==> config.mk <==
export PLATFORM = sky130hd
export DESIGN_NAME = mem_access
export DESIGN_NICKNAME = d
export VERILOG_FILES = /design/src/rtl/mem_access.sv
export SDC_FILE = /design/constraint.sdc
export NUM_CORES = 1
export LEC_CHECK = 0
export ABC_AREA = 1
export CORE_ASPECT_RATIO = 1.75
export CORE_UTILIZATION = 41
export DETAILED_ROUTE_END_ITERATION = 8
export MAX_ROUTING_LAYER = met4
export PLACE_DENSITY = 0.79
export RECOVER_POWER = 100
export SLEW_MARGIN = 15
export SYNTH_ARGS = -nofsm -noshare
export SYNTH_HDL_FRONTEND = slang
export SYNTH_SLANG_ARGS = --single-unit
==> constraint.sdc <==
create_clock -name clk -period 1.34 [get_ports clk]
set_input_delay 0.201 -clock clk [delete_from_list [all_inputs] [get_ports clk]]
set_output_delay 0.201 -clock clk [all_outputs]
set_load 0.02 [all_outputs]
==> src/rtl/mem_access.sv <==
// MEM stage: steers EX results onto a req/ack data-memory port; optional misalign trap via MEM_ACCESS_MISALIGN_TRAP_EN.
// Latency: non-memory ops pass through in 0 cycles; memory ops add ack delay k plus one DONE cycle.
// Backpressure: stall_to_pipe holds the front of the pipe from request until ack or TIMEOUT abort.
module mem_access #(
    parameter int unsigned TIMEOUT = 16
) (
    input  logic        clk,
    input  logic        rst,
    input  logic        valid_from_ex,
    input  logic [4:0]  rd_from_ex,
    input  logic        write_reg_from_ex,
    input  logic        read_mem_from_ex,
    input  logic        write_mem_from_ex,
    input  logic [2:0]  funct3_from_ex,
    input  logic [31:0] result_from_ex,
    input  logic [31:0] store_data_from_ex,
    output logic        dmem_req,
    output logic        dmem_we,
    output logic [31:0] dmem_addr,
    output logic [3:0]  dmem_be,
    output logic [31:0] dmem_wdata,
    input  logic        dmem_ack,
    input  logic [31:0] dmem_rdata,
    output logic        stall_to_pipe,
    output logic        bus_err,
`ifdef MEM_ACCESS_MISALIGN_TRAP_EN
    output logic        misalign_trap,
`endif
    output logic [4:0]  rd_to_wb,
    output logic        write_reg_to_wb,
    output logic        read_mem_to_wb,
    output logic [31:0] result_to_wb,
    output logic [31:0] data_from_mem_to_wb
);

    localparam logic [7:0] TO = 8'(TIMEOUT);

    typedef enum logic [1:0] {IDLE, WAIT, DONE} state_t;

    typedef struct packed {
        logic [4:0]  rd;
        logic        write_reg;
        logic        read_mem;
        logic        write_mem;
        logic [2:0]  funct3;
        logic [31:0] addr;
        logic [3:0]  be;
        logic [31:0] wdata;
    } hold_t;

    function automatic logic [3:0] calc_be(input logic [2:0] f3, input logic [1:0] a);
        case (f3[1:0])
            2'b00:   calc_be = 4'b0001 << a;
            2'b01:   calc_be = a[1] ? 4'b1100 : 4'b0011;
            default: calc_be = 4'b1111;
        endcase
    endfunction

    function automatic logic [31:0] calc_wdata(input logic [2:0] f3, input logic [31:0] d);
        case (f3[1:0])
            2'b00:   calc_wdata = {4{d[7:0]}};
            2'b01:   calc_wdata = {2{d[15:0]}};
            default: calc_wdata = d;
        endcase
    endfunction

    function automatic logic [31:0] extract(input logic [2:0] f3, input logic [1:0] a,
                                            input logic [31:0] w);
        logic [31:0] shifted;
        logic [7:0]  b;
        logic [15:0] h;
        shifted = w >> {a, 3'b000};
        b       = shifted[7:0];
        h       = a[1] ? w[31:16] : w[15:0];
        case (f3)
            3'b000:  extract = {{24{b[7]}}, b};
            3'b100:  extract = {24'b0, b};
            3'b001:  extract = {{16{h[15]}}, h};
            3'b101:  extract = {16'b0, h};
            default: extract = w;
        endcase
    endfunction

    state_t      state, state_nxt;
    hold_t       hold, capture;
    logic [7:0]  cnt;
    logic [31:0] ld_data;
    logic        err;
    logic        is_mem, misalign, start, timeout;

    assign is_mem = valid_from_ex & (read_mem_from_ex | write_mem_from_ex);

`ifdef MEM_ACCESS_MISALIGN_TRAP_EN
    assign misalign = is_mem &
                      (((funct3_from_ex[1:0] == 2'b01) & result_from_ex[0]) |
                       ((funct3_from_ex[1:0] == 2'b10) & (result_from_ex[1:0] != 2'b00)));
`else
    assign misalign = 1'b0;
`endif

    assign start   = is_mem & ~misalign;
    // cnt is 1 in the first WAIT cycle, so equality marks cycle T+TIMEOUT
    assign timeout = (cnt == TO);

    always_comb begin
        capture.rd        = rd_from_ex;
        capture.write_reg = write_reg_from_ex;
        capture.read_mem  = read_mem_from_ex;
        capture.write_mem = write_mem_from_ex;
        capture.funct3    = funct3_from_ex;
        capture.addr      = result_from_ex;
        capture.be        = calc_be(funct3_from_ex, result_from_ex[1:0]);
        capture.wdata     = calc_wdata(funct3_from_ex, store_data_from_ex);
    end

    always_ff @(posedge clk) begin
        if (rst) begin
            state   <= IDLE;
            hold    <= '0;
            cnt     <= '0;
            ld_data <= '0;
            err     <= 1'b0;
        end else begin
            state <= state_nxt;
            case (state)
                IDLE: begin
                    if (start) begin
                        hold    <= capture;
                        cnt     <= 8'd1;
                        ld_data <= '0;
                        err     <= 1'b0;
                    end
                end
                WAIT: begin
                    cnt <= cnt + 8'd1;
                    if (dmem_ack) begin
                        ld_data <= (hold.read_mem & ~hold.write_mem) ?
                                   extract(hold.funct3, hold.addr[1:0], dmem_rdata) : '0;
                    end else if (timeout) begin
                        err <= 1'b1;
                    end
                end
                default: cnt <= '0;
            endcase
        end
    end

    always_comb begin
        state_nxt           = state;
        dmem_req            = 1'b0;
        dmem_we             = 1'b0;
        dmem_addr           = '0;
        dmem_be             = '0;
        dmem_wdata          = '0;
        stall_to_pipe       = 1'b0;
        bus_err             = 1'b0;
        rd_to_wb            = '0;
        write_reg_to_wb     = 1'b0;
        read_mem_to_wb      = 1'b0;
        result_to_wb        = '0;
        data_from_mem_to_wb = '0;
`ifdef MEM_ACCESS_MISALIGN_TRAP_EN
        misalign_trap       = 1'b0;
`endif
        case (state)
            IDLE: begin
                if (start) begin
                    dmem_req      = 1'b1;
                    dmem_we       = capture.write_mem;
                    dmem_addr     = {capture.addr[31:2], 2'b00};
                    dmem_be       = capture.be;
                    dmem_wdata    = capture.wdata;
                    stall_to_pipe = 1'b1;
                    state_nxt     = WAIT;
                end else begin
                    rd_to_wb        = rd_from_ex;
                    write_reg_to_wb = write_reg_from_ex & valid_from_ex & ~misalign;
                    read_mem_to_wb  = read_mem_from_ex;
                    result_to_wb    = result_from_ex;
`ifdef MEM_ACCESS_MISALIGN_TRAP_EN
                    misalign_trap   = misalign;
`endif
                end
            end
            WAIT: begin
                dmem_req      = 1'b1;
                dmem_we       = hold.write_mem;
                dmem_addr     = {hold.addr[31:2], 2'b00};
                dmem_be       = hold.be;
                dmem_wdata    = hold.wdata;
                stall_to_pipe = 1'b1;
                if (dmem_ack) begin
                    state_nxt = DONE;
                end else if (timeout) begin
                    bus_err   = 1'b1;
                    state_nxt = DONE;
                end
            end
            default: begin
                rd_to_wb            = hold.rd;
                write_reg_to_wb     = hold.write_reg & ~err;
                read_mem_to_wb      = hold.read_mem & ~hold.write_mem;
                result_to_wb        = hold.addr;
                data_from_mem_to_wb = ld_data;
                state_nxt           = IDLE;
            end
        endcase

        if (rst) begin
            dmem_req            = 1'b0;
            dmem_we             = 1'b0;
            dmem_addr           = '0;
            dmem_be             = '0;
            dmem_wdata          = '0;
            stall_to_pipe       = 1'b0;
            bus_err             = 1'b0;
            rd_to_wb            = '0;
            write_reg_to_wb     = 1'b0;
            read_mem_to_wb      = 1'b0;
            result_to_wb        = '0;
            data_from_mem_to_wb = '0;
`ifdef MEM_ACCESS_MISALIGN_TRAP_EN
            misalign_trap       = 1'b0;
`endif
        end
    end

endmodule
==> flow_metrics.py, run 1 <==
metrics = {
    "worst_setup_path": {
        "ff2ff_setup_slack_ns": -0.48,
        "endpoint_kind": "output port",
        "critical_path.cell_chain": "nor2_8 -> buf_12 -> nand2_8 -> buf_6 -> nor2_2 -> inv_1 -> o211ai_1 -> nand2_1 -> inv_2 -> buf_4",
        "arrival_ns": 2.17,
        "crit_type": "register to output port",
        "crit_required_ns": 1.14,
        "max_stage_delay_ns": 0.37,
        "worst_setup_path_start_kind": "register",
        "crit_path_top_delay_cell": "dfxtp_4",
        "reg2reg_depth": 9,
        "r2r_start": "state[1]$_SDFFE_PP0P_",
        "r2r-end": "hold[10]$_SDFFE_PP0P_",
        "cp_max_fo": 7,
    },
    "pwr": {
        "combPwrFrac": 0.312,
        "seq_power_share": 0.299,
        "p_switching_uw": 4340,
        "total_power_uw": 13300,
        "switching_share": 0.326,
        "p_leak_uw": 0.00579,
        "powerDensity_nw_per_um2": 959,
        "clkPwrFrac": 0.389,
        "intPower_uw": 8960,
        "peakVddDrop_mv": 0.717,
    },
    "placed_design": {
        "gp_congestion": 1.02,
        "dpl_cell_area_sq_um": 12000,
        "place_inst": 1757,
        "pre_cts_ws_ns": -1.10,
        "port_buffers": 251,
        "place_hpwl_um": 20500,
    },
    "floorplan": {
        "io_pins": 254,
        "dieArea_sq_um": 18000,
        "start_util": 0.420,
        "die_y_um": 177,
        "rows": 63,
        "fp.coreArea_sq_um": 17000,
        "die_w_um": 102,
    },
    "clock_network": {
        "cts_hold_buf": 0,
        "clock_tree.buffer_depth": 2,
        "clk_latency_ns": 0.43,
        "clkSinkCount": 122,
        "root_buffer": "clkbuf_16",
        "numCtsBuffers": 17,
        "htreeDepth": 4,
        "cts_tree": "yes",
        "clkTransAtPathRegs_ns": 0.06,
    },
    "logic_synthesis": {
        "ys_warn_count": 0,
        "synth_ff_type": "dfxtp_1",
        "synth_edf_count": 0,
        "yosysSeqAreaShare": 0.341,
        "synthCells": 1194,
        "ys_types": 35,
        "synth_area_sq_um": 7160,
        "avgSynthCellArea_sq_um": 6.00,
        "synthArstFlopShare": 0,
        "ys_ff_latch": 122,
    },
    "finish": {
        "seq_area_sq_um": 2450,
        "stdcell_count": 1851,
        "area.growth.synth_to_final_pct": 93.7,
        "nets": 1722,
        "fillers": 1018,
        "finish.instance_area_sq_um": 13900,
        "multi_input_area_sq_um": 5190,
        "drive_gt1_frac": 0.393,
    },
    "sta": {
        "final_max_slew_viol_count": 0,
        "fin_setup_tns_ns": -131.55,
        "fin_ws_ns": -1.03,
        "period_share": 1.77,
        "hold_viol": 0,
        "fmax_mhz": 422,
        "setup_viol": 257,
        "period_minus_slack_ns": 2.37,
        "fin_worst_skew_ns": 0.0135,
        "rsz0062_at_grt": "yes",
    },
    "route": {
        "detail-route-antenna-nets": 0,
        "vias": 10674,
        "wire_per_inst_um": 20.7,
        "wl_um": 38300,
        "dr.pass1.iters": 6,
        "route.detailed.drc": 0,
        "vias_per_cell": 5.77,
        "drt_iter0_drc": 1005,
    },
    "global_routing": {
        "use_met1": 0.328,
        "antenna_found_initial": 2,
        "grt-ovfl-total": 0,
        "grt_pass1_wl_um": 46400,
        "grt_pass1_vias": 9643,
        "busiest_layer": "met2",
        "grt_max_degree": 42,
        "grtUsageMet3": 0.0592,
        "grtUsageMet2": 0.601,
        "grt_usage": 0.341,
    },
    "outcome": {
        "violations": "setup timing",
        "status": "complete, but fails checks",
    },
    "min_path": {
        "hold_depth": 4,
        "hold_end": "hold[6]$_SDFFE_PP0P_",
        "hold_class": "primary input to register",
        "holdCritStartpoint": "rst",
    },
    "run": {
        "maxCapViolations": 0,
    },
}
## area by class of cell
cell class | instances | share of cell area
Multi-Input combinational cell | 855 | 0.374
Timing Repair Buffer | 472 | 0.342
Sequential cell | 122 | 0.176
Inverter | 141 | 0.0392
Clock buffer | 20 | 0.0337
Tap cell | 227 | 0.0205
Clock inverter | 12 | 0.0135
Antenna cell | 2 | 0.000361
## sequential cells by signal (all words and copies together) (netlist names)
register	cells
hold	79
ld_data	32
cnt	8
state	2
err	1
## layout by cell type, fill, tap and decap left out, drive strengths merged, types with 2 or more instances in the layout
cell / netlist / routed
clkinvlp: 0 / 2
dfxtp: 122 / 122
o22ai: 5 / 5
a21boi: 3 / 3
nand2: 296 / 297
clkbuf: 38 / 27
clkdlybuf4s50: 0 / 109
a22oi: 2 / 2
a21oi: 186 / 186
clkdlybuf4s15: 0 / 8
nor2: 180 / 180
buf: 40 / 347
nor3: 2 / 2
conb: 1 / 2
nand4: 2 / 2
clkinv: 3 / 7
bufinv: 0 / 4
inv: 138 / 140
diode: 0 / 2
nand3: 76 / 76
ha: 2 / 2
o211ai: 8 / 8
o21ai: 84 / 84
## cell usage after synthesis (2+ instances only)
library cell	instances	area, sq um
nand2_1	293	1100
a21oi_1	186	931
nor2_1	177	664
inv_1	133	499
dfxtp_1	122	2440
o21ai_0	82	410
nand3_1	74	370
clkbuf_1	38	143
buf_2	24	120
buf_4	9	67.6
o211ai_1	8	60.1
buf_1	5	18.8
inv_2	5	18.8
o22ai_1	5	31.3
a21boi_0	3	22.5
clkinv_1	3	11.3
a22oi_1	2	15.0
buf_6	2	22.5
ha_1	2	25.0
nand2_2	2	12.5
nand3_4	2	35.0
nand4_1	2	12.5
nor2_4	2	22.5
nor3_1	2	10.0
## power groups by stage
stage,Combinational (uW),Sequential [uW],Clock [uW]
2_1_floorplan,1790,3980,0
3_3_place_gp,3220,3990,0
3_5_place_dp,3270,4000,0
4_1_cts,3450,3930,5110
5_1_grt,4320,3990,5320
6_report,4150,3970,5180
## cell families (layout without fill, tap and decap cells)
family / count (synthesis) / count (layout) / synth area share
and+or+nand+nor: 558 / 559 / 0.317
AOI/OAI and AO/OA: 292 / 292 / 0.212
buffers and inverters: 219 / 645 / 0.126
adders and majority gates: 2 / 2 / 0.00349
other: 1 / 4 / 0.000524
DFF: 122 / 122 / 0.341
## timing repair
action | 4_1_cts | 5_1_grt
pin swaps | 8 | 21
endpoints found under the setup margin | 215 | 234
setup buffers | 12 | 38
resized for setup | 583 | 376
cloned | 5 | 10
## layer usage
layer / wire length [um] / part of all wire
met2: 19300 / 0.50
met5: 0 / 0
met3: 3330 / 0.087
met1: 12400 / 0.32
met4: 3280 / 0.086
## worst max path at each step
stage                          startpoint              to  slack (ns)  cells after the start
floorplan           state[1]$_SDFFE_PP0P_  dmem_wdata[27]       -0.17                      7
global placement        write_mem_from_ex      dmem_be[3]       -1.07                      8
detailed placement      funct3_from_ex[1]  dmem_wdata[25]       -1.10                      8
CTS                 state[0]$_SDFFE_PP0P_  dmem_wdata[16]       -0.76                      9
global route        state[1]$_SDFFE_PP0P_      dmem_be[1]       -1.04                     10
finish              state[1]$_SDFFE_PP0P_      dmem_be[1]       -1.03                     10
## stage by stage
step                      utilization  hold slack, ns
final                           0.815           0.351
after global routing            0.815           0.354
after CTS                       0.754           0.310
after detailed placement        0.702           0.445
after global placement          0.702           0.436
after floorplan                     -           0.336
## critical path, delay by kind of cell (launching register included)
family,cells,cell delay (ns)
AND/OR/NAND/NOR,4,0.57
AO/OA/AOI/OAI,1,0.14
flip-flops,1,0.37
buffers and inverters,5,0.64
(Power assumes the default switching activity.)
==> run 2: changes to the inputs <==
CORE_UTILIZATION = 25   (was 41)
PLACE_DENSITY = 0.53   (was 0.79)
==> flow_metrics.py, run 2 (synthesis results as in run 1) <==
metrics = {
    "worst_setup_path": {
        "worst_setup_path_start_kind": "register",
        "ff2ff_setup_slack_ns": -0.54,
        "crit_type": "register to output port",
        "reg2reg_depth": 11,
        "arrival_ns": 1.89,
        "r2r_start": "state[1]$_SDFFE_PP0P_",
        "endpoint_kind": "output port",
        "cp_max_fo": 18,
        "crit_required_ns": 1.14,
        "startpoint": "state[0]$_SDFFE_PP0P_",
        "critPathCapture": "dmem_wdata[15]",
        "r2r-end": "ld_data[11]$_SDFFE_PP0P_",
    },
    "route": {
        "met3_length_um": 1310,
        "top_layer_used": "met4",
        "detail-route-antenna-nets": 0,
        "dr.pass1.iters": 4,
        "vias": 9517,
        "route.detailed.drc": 0,
        "drt_iter0_drc": 431,
        "met2_length_um": 19100,
        "vias_per_cell": 4.69,
        "met1Wirelength_um": 12900,
        "wl_um": 34700,
        "wire_per_inst_um": 17.1,
    },
    "finish": {
        "area.growth.synth_to_final_pct": 104,
        "layout_commonest_cell": "buf_4",
        "drive_gt1_frac": 0.430,
        "post-route-util": 0.520,
        "largestRegisters": "hold (79), ld_data (32), cnt (8)",
        "layout_common_cells": "buf_4, nand2_1, dfxtp_1, a21oi_1, nor2_1",
        "nets": 1755,
        "largest_register_ffs": 79,
        "finish.instance_area_sq_um": 14600,
        "regMostFlops": "hold",
    },
    "sta": {
        "fmax_mhz": 477,
        "period_minus_slack_ns": 2.09,
        "rsz0062_at_grt": "yes",
        "period_share": 1.56,
        "hold_viol": 0,
        "fin_worst_skew_ns": 0.0125,
        "final_max_slew_viol_count": 0,
        "hold_slack_ns": 0.254,
        "setup_viol": 238,
        "fin_ws_ns": -0.755,
    },
    "floorplan": {
        "die_y_um": 226,
        "rows": 81,
        "start_util": 0.255,
        "fp.coreArea_sq_um": 28100,
        "io_pins": 254,
        "die_w_um": 130,
        "dieArea_sq_um": 29300,
    },
    "global_routing": {
        "grt_pass1_wl_um": 49300,
        "grt_pass1_vias": 9239,
        "grt_usage": 0.229,
        "antenna_found_initial": 2,
        "grt_max_degree": 42,
        "grt-ovfl-total": 0,
    },
    "pwr": {
        "clkPwrFrac": 0.370,
        "switching_share": 0.322,
        "combPwrFrac": 0.329,
        "powerDensity_nw_per_um2": 894,
        "p_switching_uw": 4190,
        "intPower_uw": 8840,
        "p_leak_uw": 0.00599,
        "peakVddDrop_mv": 0.953,
        "seq_power_share": 0.302,
        "total_power_uw": 13000,
    },
    "clock_network": {
        "numCtsBuffers": 17,
        "cts_tree": "yes",
        "root_buffer": "clkbuf_16",
        "clkTransAtPathRegs_ns": 0.06,
        "cts_hold_buf": 0,
        "clkSinkCount": 122,
        "clk_latency_ns": 0.43,
        "htreeDepth": 4,
        "clock_tree.buffer_depth": 2,
    },
    "outcome": {
        "violations": "setup timing",
        "status": "complete, but fails checks",
    },
    "placed_design": {
        "gp_congestion": 0.928,
        "dpl_cell_area_sq_um": 12300,
        "port_buffers": 251,
        "place_hpwl_um": 23300,
    },
    "min_path": {
        "hold_class": "primary input to register",
    },
    "run": {
        "maxCapViolations": 0,
    },
}
run 2: changes by cell type in the layout (fill, tap and decap cells not counted), moves of 7 or more:
| cell | delta |
|---|---|
| inv_1 | -14 |
| buf_6 | -13 |
| nor2_1 | -14 |
| o21ai_0 | -7 |
| a21oi_1 | -7 |
| inv_2 | +11 |
| nor2_4 | +20 |
| buf_4 | +45 |
run 2: worst min path at each step:
stage / startpoint / endpoint / slack, ns / cells after the start
CTS: rst / state[1]$_SDFFE_PP0P_ / 0.24 / 3
floorplan: funct3_from_ex[2] / hold[70]$_SDFFE_PP0P_ / 0.34 / 2
finish: rst / state[1]$_SDFFE_PP0P_ / 0.25 / 3
detailed placement: hold[78]$_SDFFE_PP0P_ / hold[78]$_SDFFE_PP0P_ / 0.44 / 2
global route: rst / state[1]$_SDFFE_PP0P_ / 0.27 / 3
global placement: hold[78]$_SDFFE_PP0P_ / hold[78]$_SDFFE_PP0P_ / 0.44 / 2
run 2: critical path, stage by stage, from the launching register on:
cell and delay, ns:
dfxtp_4 0.36, nor2_8 0.18, inv_2 0.06, nor2_4 0.10, buf_12 0.15, o21ai_0 0.12
o21bai_2 0.22, a21oi_2 0.12, buf_4 0.15
run 2: per-layer routing:
layer  track usage  vias to the layer above
met5             -                        -
met4         0.106                        0
met3        0.0344                       69
met2         0.426                      253
met1         0.231                     4486
li1              -                     4709
run 2: power groups by stage:
stage | Combinational (uW) | Sequential (uW) | Clock (uW)
finish | 4290 | 3930 | 4820
global route | 4550 | 3950 | 5050
CTS | 3840 | 3920 | 4920
detailed placement | 3440 | 4000 | 0
global placement | 3430 | 4000 | 0
floorplan | 1790 | 3980 | 0
run 2: through the flow:
step | TNS, ns | instances | setup WS (ns)
2_1_floorplan | -8.72 | 1195 | -0.169
3_3_place_gp | -193.78 | 1921 | -1.24
3_5_place_dp | -192.08 | 1921 | -1.24
4_1_cts | -110.78 | 1983 | -0.796
5_1_grt | -124.03 | 2030 | -0.863
6_report | -106.56 | 2030 | -0.755
run 2: repair_timing:
action                                  in CTS  in global routing
pin swaps                                   14                 43
buffers inserted                            24                 37
cloned                                       6                 15
gates resized for setup                    751                237
endpoints found under the setup margin     223                252
run 2: area by class of cell:
type,instances,area [sq um]
Multi-Input combinational cell,855,5360
Clock buffer,22,494
Inverter,141,557
Antenna cell,2,5.00
Timing Repair Buffer,505,5130
Fill cell,2753,13500
Tap cell,373,467
Clock inverter,10,115
Sequential cell,122,2450
==> run 3: changes to the inputs <==
CTS_CLUSTER_DIAMETER = 150   (was default)
SLEW_MARGIN = 20   (was 15)
==> results of run 3 <==
Same layout as run 2: the final DEF is identical, and so are final timing and power.
